File: src/rtl/pipe_stage_chain_if.sv
// Handshake and payload bundle between the pipeline register chain and the stage logic around it.
interface pipe_stage_chain_if #(
    parameter int STAGES = 4,
    parameter int WIDTH  = 64
);
    logic                          in_valid;
    logic                          in_ready;
    logic                          out_ready;
    logic                          out_valid;
    logic [STAGES-1:0][WIDTH-1:0]  stg_data;
    logic [STAGES-1:0][WIDTH-1:0]  q_data;
    logic [STAGES-1:0]             stg_hold;
    logic [STAGES-1:0]             flush_mask;
    logic [STAGES-1:0]             q_valid;
    logic [STAGES-1:0]             stg_go;

    modport master (
        output in_valid, stg_data, stg_hold, flush_mask, out_ready,
        input  in_ready, out_valid, q_valid, q_data, stg_go
    );

    modport slave (
        input  in_valid, stg_data, stg_hold, flush_mask, out_ready,
        output in_ready, out_valid, q_valid, q_data, stg_go
    );
endinterface

File: src/rtl/pipe_stage_chain.sv
// Parametrised chain of valid+payload pipeline registers with per-stage hold, bubble
// collapsing, per-register flush and saturating stall/flush counters.
module pipe_stage_reg #(
    parameter int WIDTH = 64
) (
    input  logic             core_clk,
    input  logic             core_rst_n,
    input  logic             acc,
    input  logic             ld_vld,
    input  logic             flush,
    input  logic [WIDTH-1:0] ld_data,
    output logic             v,
    output logic [WIDTH-1:0] data
);
    always_ff @(posedge core_clk or negedge core_rst_n) begin
        if (!core_rst_n) begin
            v    <= 1'b0;
            data <= '0;
        end else begin
            // flush overrides both load and hold of the valid bit
            if (flush)    v <= 1'b0;
            else if (acc) v <= ld_vld;
            if (acc && ld_vld) data <= ld_data;
        end
    end
endmodule

module pipe_stage_chain #(
    parameter int STAGES = 4,
    parameter int WIDTH  = 64,
    parameter int CNT_W  = 32
) (
    input  logic                           core_clk,
    input  logic                           core_rst_n,
    pipe_stage_chain_if.slave              bus,
    output logic [$clog2(STAGES+1)-1:0]    occupancy,
    output logic                           empty,
    output logic [CNT_W-1:0]               stall_cnt,
    output logic [CNT_W-1:0]               flush_cnt
);
    localparam int OCC_W = $clog2(STAGES+1);

    logic [STAGES:0]              acc;
    logic [STAGES-1:0]            go;
    logic [STAGES-1:0]            ld_vld;
    logic [STAGES-1:0]            q_v;
    logic [STAGES-1:0][WIDTH-1:0] q_d;
    logic                         stall_hit;
    logic                         flush_hit;

    // Accept ripples from the retire sink back to reg 0; an empty reg always accepts.
    always_comb begin
        acc         = '0;
        go          = '0;
        acc[STAGES] = bus.out_ready;
        for (int k = STAGES-1; k >= 0; k--) begin
            go[k]  = q_v[k] & ~bus.stg_hold[k] & acc[k+1];
            acc[k] = ~q_v[k] | go[k];
        end
    end

    assign ld_vld = {go[STAGES-2:0], bus.in_valid};

    for (genvar k = 0; k < STAGES; k++) begin : g_stg
        pipe_stage_reg #(.WIDTH(WIDTH)) u_stg (
            .core_clk   (core_clk),
            .core_rst_n (core_rst_n),
            .acc        (acc[k]),
            .ld_vld     (ld_vld[k]),
            .flush      (bus.flush_mask[k]),
            .ld_data    (bus.stg_data[k]),
            .v          (q_v[k]),
            .data       (q_d[k])
        );
    end

    assign bus.q_valid   = q_v;
    assign bus.q_data    = q_d;
    assign bus.stg_go    = go;
    assign bus.in_ready  = acc[0];
    assign bus.out_valid = q_v[STAGES-1] & ~bus.stg_hold[STAGES-1];
    assign empty         = ~|q_v;

    always_comb begin
        occupancy = '0;
        for (int k = 0; k < STAGES; k++)
            occupancy = occupancy + OCC_W'(q_v[k]);
    end

    assign stall_hit = |(bus.stg_hold & q_v);
    assign flush_hit = |(bus.flush_mask & q_v);

    // Counters stick at all-ones rather than wrapping.
    always_ff @(posedge core_clk or negedge core_rst_n) begin
        if (!core_rst_n) begin
            stall_cnt <= '0;
            flush_cnt <= '0;
        end else begin
            if (stall_hit && (stall_cnt != '1)) stall_cnt <= stall_cnt + 1'b1;
            if (flush_hit && (flush_cnt != '1)) flush_cnt <= flush_cnt + 1'b1;
        end
    end
endmodule
File: src/flat_wrapper.sv
// flat-port wrapper written by rule: the top's interface ports become plain ports
module pipe_stage_chain_flat 
#(
    parameter int STAGES = 4,
    parameter int WIDTH  = 64,
    parameter int CNT_W  = 32
)
  (core_clk, core_rst_n, occupancy, empty, stall_cnt, flush_cnt, bus_in_valid, bus_stg_data, bus_stg_hold, bus_flush_mask, bus_out_ready, bus_in_ready, bus_out_valid, bus_q_valid, bus_q_data, bus_stg_go);
  pipe_stage_chain_if #(.STAGES(STAGES), .WIDTH(WIDTH)) bus_i ();
  input  logic core_clk;
  input  logic core_rst_n;
  output logic [$clog2(STAGES+1)-1:0] occupancy;
  output logic empty;
  output logic [CNT_W-1:0] stall_cnt;
  output logic [CNT_W-1:0] flush_cnt;
  input wire logic [$bits(bus_i.in_valid)-1:0] bus_in_valid;
  input wire logic [$bits(bus_i.stg_data)-1:0] bus_stg_data;
  input wire logic [$bits(bus_i.stg_hold)-1:0] bus_stg_hold;
  input wire logic [$bits(bus_i.flush_mask)-1:0] bus_flush_mask;
  input wire logic [$bits(bus_i.out_ready)-1:0] bus_out_ready;
  output wire logic [$bits(bus_i.in_ready)-1:0] bus_in_ready;
  output wire logic [$bits(bus_i.out_valid)-1:0] bus_out_valid;
  output wire logic [$bits(bus_i.q_valid)-1:0] bus_q_valid;
  output wire logic [$bits(bus_i.q_data)-1:0] bus_q_data;
  output wire logic [$bits(bus_i.stg_go)-1:0] bus_stg_go;
  assign bus_i.in_valid = bus_in_valid;
  assign bus_i.stg_data = bus_stg_data;
  assign bus_i.stg_hold = bus_stg_hold;
  assign bus_i.flush_mask = bus_flush_mask;
  assign bus_i.out_ready = bus_out_ready;
  assign bus_in_ready = bus_i.in_ready;
  assign bus_out_valid = bus_i.out_valid;
  assign bus_q_valid = bus_i.q_valid;
  assign bus_q_data = bus_i.q_data;
  assign bus_stg_go = bus_i.stg_go;
  pipe_stage_chain #(.STAGES(STAGES), .WIDTH(WIDTH), .CNT_W(CNT_W)) u_core (.core_clk(core_clk), .core_rst_n(core_rst_n), .bus(bus_i), .occupancy(occupancy), .empty(empty), .stall_cnt(stall_cnt), .flush_cnt(flush_cnt));
endmodule
File: config.mk
export PLATFORM = sky130hd
export DESIGN_NAME = pipe_stage_chain_flat
export DESIGN_NICKNAME = d
export VERILOG_FILES = /design/src/rtl/pipe_stage_chain_if.sv /design/src/rtl/pipe_stage_chain.sv /design/src/flat_wrapper.sv
export SDC_FILE = /design/constraint.sdc
export NUM_CORES = 1
export LEC_CHECK = 0
export BUFFER_PORTS_ARGS = -buffer_cell sky130_fd_sc_hd__buf_2
export CAP_MARGIN = 20
export CORE_AREA = 2 2 237 239
export CTS_CLUSTER_DIAMETER = 100
export DETAILED_ROUTE_END_ITERATION = 16
export DIE_AREA = 0 0 239 241
export GPL_TIMING_DRIVEN = 0
export PLACE_DENSITY = 0.54
export RECOVER_POWER = 50
export SLEW_MARGIN = 20
export SYNTH_ARGS = -nofsm -noshare
export SYNTH_HDL_FRONTEND = slang
export SYNTH_SLANG_ARGS = --single-unit
File: constraint.sdc
create_clock -name core_clk -period 2.2 [get_ports core_clk]
set_clock_uncertainty 0.2 [all_clocks]
set_input_delay 0.11 -clock core_clk [delete_from_list [all_inputs] [get_ports core_clk]]
set_output_delay 0.11 -clock core_clk [all_outputs]
set_load 0.05 [all_outputs]
==> run_results.csv, run 1 <==
group,metric,value,unit
outcome,status,"finished with violations",
outcome,violations,"negative setup slack",
power,seqPwrFrac,0.353,
floorplanning,initial_core_util,0.234,
setup_path,startpoint,"u_core.g_stg[1].u_stg.v",
synth,async_flop_share,1.00,
synth,synthTopCellsByArea,"dfrtp_1 63%, mux2_2 22%, xnor2_1 2.3%",
floorplanning,io_pins,602,
routing,routedWlPerCell,17.2,um
synth,synth_fp_nets,1140,
routing,drc,0,
clock_tree,cts_buffers,38,
power,p_sw,9.55,mW
setup_path,cpMostUsedCell,"ha_4",
clock_tree,cts.reportedPaths.clkPinSlew,0.06,ns
sta,rsz0062_at_grt,"yes",
setup_path,crit_path_end_kind,"output port",
placement,pre_cts_ws,-1.09,ns
hold_path,hold_path_class,"in2reg",
global_routing,grt_pass1_wl,63.9,mm
placement,io_buffers,601,
power,power.clock.fraction,0.274,
synth,synth_edf_count,0,
clock_tree,cts_tree,"built",
routing,ant_nets,0,
routing,dr.pass1.iters,4,
final_layout,fill_cells,5325,
clock_tree,clk_path_buf_depth,3,
sta,relSlewSlack,0.519,
setup_path,crit_chain,"inv_2, ha_4, fa_2, ha_4, buf_8",
power,p_per_area,1070,nW/um^2
power,ir_worst_vdd,840,uV
synth,ys.flop_type,"dfrtp_1",
flow_run,max_cap_viol_count,0,
routing,viasPerCell,4.20,
setup_path,critical_path.max_stage_delay,0.41,ns
final_layout,num-nets-final,2086,
sta,max_freq,428,MHz
final_layout,drive_gt1_frac,0.406,
setup_path,critPathMaxFanout,2,
clock_tree,clkLatencyLatePin,0.53,ns
power,switching_share,0.420,
global_routing,grtUsageTotal,0.142,
routing,highest_layer,"met4",
synth,netlist_area,12800,um^2
sta,fin_crit,2.34,ns
clock_tree,cts_root_buffer,"clkbuf_16",
final_layout,instances_no_fill,2545,
setup_path,worst-endpoint-required,1.89,ns
floorplanning,die_w,239,um
global_routing,grt_pass1_vias,11323,
floorplanning,chipHeight,241,um
setup_path,cp_slowest_cell,"dfrtp_2",
global_routing,grt_max_degree,96,
synth,ys_warn_count,0,
sta,hold_violations,0,
synth,avgSynthCellArea,14.8,um^2
hold_path,worstHoldStart,"bus_stg_hold[0]",
clock_tree,cts.htree.levels,2,
sta,worst_pin_slew,0.722,ns
floorplanning,rows,86,
sta,fin_ws,-0.139,ns
final_layout,final_common_cell,"clkbuf_1",
setup_path,path_delay_family,"adder cells",
synth,ys_seq_elements,324,
sta,setup_viol,5,
routing,routed_wl,43.7,mm
clock_tree,clkSinkCount,324,
power,p_int,13.2,mW
routing,wl_met2,22.5,mm
global_routing,gr-total-overflow,0,
sta,fin_setup_tns,-0.353,ns
synth,synth_cells,866,
floorplanning,die-area,57600,um^2
final_layout,area_growth,65.7,%
routing,met3_length,2.68,mm
global_routing,antenna_found_initial,1,
setup_path,timing.rr.start,"u_core.stall_cnt[1]",
power,power.total,22.7,mW
sta,finalCritPeriodShare,1.06,
setup_path,criticalPathCategory,"reg2out",
setup_path,startpoint_type,"flop",
routing,drt-initial-drc-count,265,
synth,synth_top_area_frac,0.632,
synth,synth_top_area_cell,"dfrtp_1",
power,p_leak,9.39,nW
synth,synth_seq_area_share,0.632,
final_layout,layout_common_cells,"333 x clkbuf_1, 290 x dfrtp_1, 273 x buf_2",
power,share_comb_of_total_power,0.373,
setup_path,cp.arrival,2.03,ns
floorplanning,core-area,54900,um^2
sta,slew_violations,0,
routing,vias,10684,
synth,synth.distinct_cells,48,
placement,gp_congestion,0.784,
routing,wl_met1,17.2,mm
placement,dp.final_hpwl,30.9,mm
placement,dp.cells,2174,
setup_path,path_buf_inv,2,
timing repair:
action	CTS	global route
endpoints found under the setup margin	311	262
gates cloned	0	1
resized for setup	100	53
pin swaps	13	17
hold buffers	268	0
hold endpoints to repair	494	0
setup buffers	28	14
kinds of logic after synthesis:
kind of cell | Yosys count | share of synthesized area
AOI/OAI and AO/OA | 22 | 0.0144
xor gates and xnor gates | 58 | 0.0396
adders and majority gates | 6 | 0.00643
buffers and inverters | 47 | 0.0179
DFF | 324 | 0.632
muxes | 258 | 0.226
and+or+nand+nor | 151 | 0.0637
cells in the mapped netlist, types with 2 or more instances:
master    instances
xor2_1           24
nand4_1          21
buf_4             7
clkbuf_1          7
and3_1           10
a22oi_1           2
nand4b_1          3
ha_1              5
o21a_1            2
mux2_1            4
or4_4             2
nand2b_1          4
and4_1            5
mux2_2          254
nor3_1            6
a21oi_1           7
nor2_1           29
nand2_1          30
nor3b_1           2
inv_1            10
dfrtp_1         324
buf_2            22
xnor2_1          34
nor4_1            2
nand3_1          23
and2_1            4
nor2b_1           2
worst register-to-register path: cells and delay by family (launching register included):
kind,cells,cell delay [ns]
DFF,1,0.38
adders and majority gates,1,0.15
muxes,1,0.30
and+or+nand+nor,4,1.12
stage by stage:
step	hold slack (ns)	area (um^2)	utilization
global placement	0.0856	16800	0.306
CTS	0.00520	21400	0.390
detailed placement	-0.127	16900	0.307
finish	0.0722	21300	0.388
floorplan	-0.386	12900	-
global route	0.0850	21300	0.388
cell type report:
| type | count | area [um^2] | area share |
|---|---|---|---|
| buffer | 28 | 335 | 0.0158 |
| inverter | 10 | 46.3 | 0.00218 |
| clock buffer | 60 | 1160 | 0.0548 |
| clock inverter | 8 | 72.6 | 0.00341 |
| tap | 704 | 881 | 0.0414 |
| antenna | 1 | 2.50 | 0.000118 |
| sequential | 324 | 8150 | 0.383 |
| timing repair buffer | 915 | 5850 | 0.275 |
| multi-input combinational | 495 | 4770 | 0.224 |
metal layers:
metal,global-route usage,vias to the layer above
met1,0.162,5285
met3,0.0366,82
li1,-,4951
met4,0.0489,0
met2,0.256,366
met5,0,-
sequential cells by signal, summed over array words and instances, names as in the netlist:
name and cells:
u_core.g_stg.u_stg.data 256, u_core.flush_cnt 32, u_core.stall_cnt 32, u_core.g_stg.u_stg.v 4
worst paths after layout:
path                            slack, ns  depth (start not counted)                        endpoint
min in group asynchronous            0.41                          3  u_core.g_stg[3].u_stg.data[48]
worst max register to register      -0.07                          6             u_core.stall_cnt[1]
worst max-delay path                -0.14                          5                    occupancy[1]
worst min register to register       0.28                          1            u_core.flush_cnt[27]
worst min-delay path                 0.07                          5   u_core.g_stg[1].u_stg.data[2]
max in group asynchronous            0.20                          4  u_core.g_stg[1].u_stg.data[43]
power by group through the flow:
stage	clock [mW]	sequential [mW]	combinational (mW)
global placement	0	8.03	8.18
finish	6.24	8.03	8.48
global route	6.68	8.19	8.82
detailed placement	0	8.09	8.26
floorplan	0	12.6	1.41
CTS	6.45	7.98	8.83
No activity file was read; power rests on OpenSTA's default activity.
==> inputs of run 2 (changes only) <==
--- a/config.mk
+++ b/config.mk
@@ -7,14 +7,14 @@
 export LEC_CHECK = 0
 export BUFFER_PORTS_ARGS = -buffer_cell sky130_fd_sc_hd__buf_2
 export CAP_MARGIN = 20
-export CORE_AREA = 2 2 237 239
-export CTS_CLUSTER_DIAMETER = 100
+export CORE_AREA = 2 2 238 240
+export CTS_CLUSTER_DIAMETER = 200
 export DETAILED_ROUTE_END_ITERATION = 16
-export DIE_AREA = 0 0 239 241
-export GPL_TIMING_DRIVEN = 0
-export PLACE_DENSITY = 0.54
+export DIE_AREA = 0 0 240 242
+export PLACE_DENSITY = 0.56
 export RECOVER_POWER = 50
 export SLEW_MARGIN = 20
 export SYNTH_ARGS = -nofsm -noshare
 export SYNTH_HDL_FRONTEND = slang
+export SYNTH_HIERARCHICAL = 1
 export SYNTH_SLANG_ARGS = --single-unit
==> run 2 against run 1 <==
Against the previous run: the flow still finishes with violations (negative setup slack); non-clock buffer count grew 74; highest routed layer is now met5; worst setup slack lost 0.11 ns; combinational power shrank 11%; sequential power shrank 3.9%; power grew 0.35%; via count grew 5.9%; clock-buffer cell count shrank 9; critical path depth grew 2; worst hold slack gained 0.018 ns; register-to-register slack lost 0.13 ns; synthesized cell count grew 0.69%; die area grew 0.84%.
==> run_results.csv, run 2 <==
group,metric,value,unit
synth,synth_fp_nets,1146,
routing,routed_wl,51.2,mm
sta,max_freq,408,MHz
final_layout,final_common_cell,"buf_2",
routing,vias,11311,
routing,drt-initial-drc-count,392,
setup_path,worst-endpoint-required,1.89,ns
synth,yosys-top-cells-count,"324 x dfrtp_1, 196 x mux2_4, 62 x mux2_2",
power,seqPwrFrac,0.338,
final_layout,layout_common_cells,"342 x buf_2, 267 x dfrtp_1, 264 x dlygate4sd3_1",
routing,routedWlPerCell,19.1,um
setup_path,cpMostUsedCell,"ha_4",
sta,relSlewSlack,0.349,
clock_tree,cts_tree,"built",
routing,highest_layer,"met5",
final_layout,area_growth,72.5,%
power,p_leak,11.5,nW
floorplanning,rows,87,
synth,synth_top_area_cell,"dfrtp_1",
sta,slew_violations,0,
sta,hold_violations,0,
power,p_per_area,963,nW/um^2
setup_path,crit_chain,"buf_6, inv_4, fa_1, inv_2, ha_4, ha_4, buf_8",
setup_path,cp_slowest_cell,"fa_1",
sta,fin_setup_tns,-30.02,ns
setup_path,crit_path_end_kind,"output port",
final_layout,fin_util,0.425,
routing,dr.pass1.iters,4,
setup_path,startpoint_type,"flop",
synth,synth.distinct_cells,43,
sta,fin_ws,-0.253,ns
clock_tree,clkSinkCount,324,
power,p_int,14.3,mW
sta,finalCritPeriodShare,1.12,
synth,synthTopCellsByArea,"dfrtp_1 59%, mux2_4 21%, mux2_2 5.1%",
routing,drc,0,
global_routing,grt_max_degree,61,
floorplanning,initial_core_util,0.247,
floorplanning,chipHeight,242,um
placement,dp.final_hpwl,33.6,mm
synth,avgSynthCellArea,15.8,um^2
setup_path,critPathMaxFanout,2,
final_layout,instances_no_fill,2686,
synth,ys_warn_count,6,
power,ir_worst_vdd,587,uV
synth,ys.flop_type,"dfrtp_1",
final_layout,largest_reg_flops,256,
routing,wl_met1,20.3,mm
routing,wl_met2,25.6,mm
synth,synth_edf_count,0,
global_routing,antenna_found_initial,4,
placement,postPlaceCellArea,18600,um^2
power,power.clock.fraction,0.330,
sta,rsz0062_at_grt,"yes",
synth,ys_seq_elements,324,
clock_tree,cts_root_buffer,"clkbuf_16",
synth,netlist_area,13700,um^2
clock_tree,cts.htree.levels,2,
global_routing,gr-total-overflow,0,
global_routing,grtUsageTotal,0.156,
synth,synth_top_area_frac,0.590,
power,p_sw,8.53,mW
floorplanning,die-area,58100,um^2
outcome,status,"finished with violations",
synth,yosysMostFrequentCell,"dfrtp_1",
final_layout,regMostFlops,"u_core/g_stg.u_stg/data",
setup_path,critical_path.max_stage_delay,0.49,ns
synth,synth_seq_area_share,0.590,
routing,viasPerCell,4.21,
power,power.total,22.8,mW
power,share_comb_of_total_power,0.332,
clock_tree,clkLatencyLatePin,0.54,ns
global_routing,grt_pass1_vias,12153,
floorplanning,io_pins,602,
final_layout,num-nets-final,2175,
clock_tree,cts.reportedPaths.clkPinSlew,0.06,ns
setup_path,criticalPathCategory,"reg2out",
final_layout,reg.largest.list,"u_core/g_stg.u_stg/data: 256 flops, u_core/flush_cnt: 32 flops, u_core/stall_cnt: 32 flops",
placement,dp.cells,2301,
routing,met3_length,3.59,mm
final_layout,fin_area,23700,um^2
synth,async_flop_share,1.00,
sta,fin_crit,2.45,ns
outcome,violations,"negative setup slack",
power,switching_share,0.374,
final_layout,drive_gt1_frac,0.489,
flow_run,max_cap_viol_count,0,
placement,io_buffers,601,
hold_path,hold_path_class,"in2reg",
setup_path,cp.arrival,2.14,ns
placement,gp_congestion,0.859,
global_routing,grt_pass1_wl,70.9,mm
routing,ant_nets,0,
final_layout,fill_cells,5212,
synth,synth_cells,872,
sta,setup_viol,200,
floorplanning,die_w,240,um
floorplanning,core-area,55700,um^2
sta,worst_pin_slew,0.976,ns
clock_tree,clk_path_buf_depth,3,
clock_tree,cts_buffers,39,
[run 2: worst max-delay path, delay by kind of cell (launching register included)]
| kind | cells | cell delay, ns |
|---|---|---|
| adder cells (fa/ha/maj) | 3 | 0.91 |
| buffers and inverters | 4 | 0.33 |
| flip-flops | 1 | 0.37 |
[run 2: layout make-up]
cell class / count / area (um^2) / area share
diodes: 1 / 2.50 / 0.000106
repair buffers: 1017 / 7280 / 0.307
flip-flops and latches: 324 / 8180 / 0.345
clock inverters: 18 / 378 / 0.0159
well taps: 756 / 946 / 0.0399
clock buffers: 51 / 1120 / 0.0474
inverters: 12 / 51.3 / 0.00216
multi-input cells: 507 / 5750 / 0.242
[run 2: cell families (layout without fill, tap and decap cells)]
| logic type | Yosys count | in the layout | share of synthesized area |
|---|---|---|---|
| AO/OA/AOI/OAI | 23 | 23 | 0.0127 |
| XOR/XNOR | 61 | 61 | 0.0389 |
| adder cells (fa/ha/maj) | 6 | 6 | 0.00601 |
| buffers and inverters | 45 | 1098 | 0.0270 |
| flip-flops | 324 | 324 | 0.590 |
| multiplexers | 258 | 258 | 0.265 |
| other | 0 | 1 | 0 |
| AND/OR/NAND/NOR | 155 | 159 | 0.0605 |
[run 2: stage by stage]
stage | setup WS (ns) | hold WS [ns]
6_report | -0.253 | 0.0906
5_1_grt | -0.334 | 0.0741
4_1_cts | -0.287 | 0.0609
3_5_place_dp | -0.0263 | -0.0900
3_3_place_gp | -0.0168 | -0.0925
2_1_floorplan | -0.522 | -0.386
[run 2: power groups by stage]
| stage | clock network [mW] | logic, mW | registers, mW |
|---|---|---|---|
| global route | 7.99 | 7.85 | 7.83 |
| floorplan | 0 | 1.56 | 11.3 |
| global placement | 0 | 7.15 | 7.70 |
| detailed placement | 0 | 7.19 | 7.75 |
| finish | 7.52 | 7.58 | 7.72 |
| CTS | 7.70 | 7.64 | 7.65 |
[run 2: what timing repair did]
item	4_1_cts	5_1_grt
buffers inserted	8	15
hold buffers	264	0
resized for setup	42	66
endpoints found under the setup margin	16	286
gates cloned	2	27
pin swaps	6	18
hold endpoints to repair	584	0
[run 2: path summary, 6_finish.rpt]
kind | from | to | slack (ns) | depth (start not counted)
worst max-delay path | u_core/g_stg[3].u_stg/v | occupancy[1] | -0.25 | 7
worst min register to register | u_core/stall_cnt[23] | u_core/stall_cnt[23] | 0.28 | 1
min in group asynchronous | core_rst_n | u_core/g_stg[1].u_stg/data[5] | 0.63 | 3
worst max register to register | u_core/g_stg[3].u_stg/v | u_core/g_stg[2].u_stg/data[17] | -0.20 | 10
max in group asynchronous | core_rst_n | u_core/g_stg[3].u_stg/data[38] | 0.19 | 4
worst min-delay path | bus_flush_mask[0] | u_core/g_stg[0].u_stg/v | 0.09 | 3
[run 2: metal layers]
metal  up-vias  global-route usage
met5         -                   0
met4         4              0.0605
met3       108              0.0439
met2       388               0.272
met1      5644               0.181
li1       5167                   -
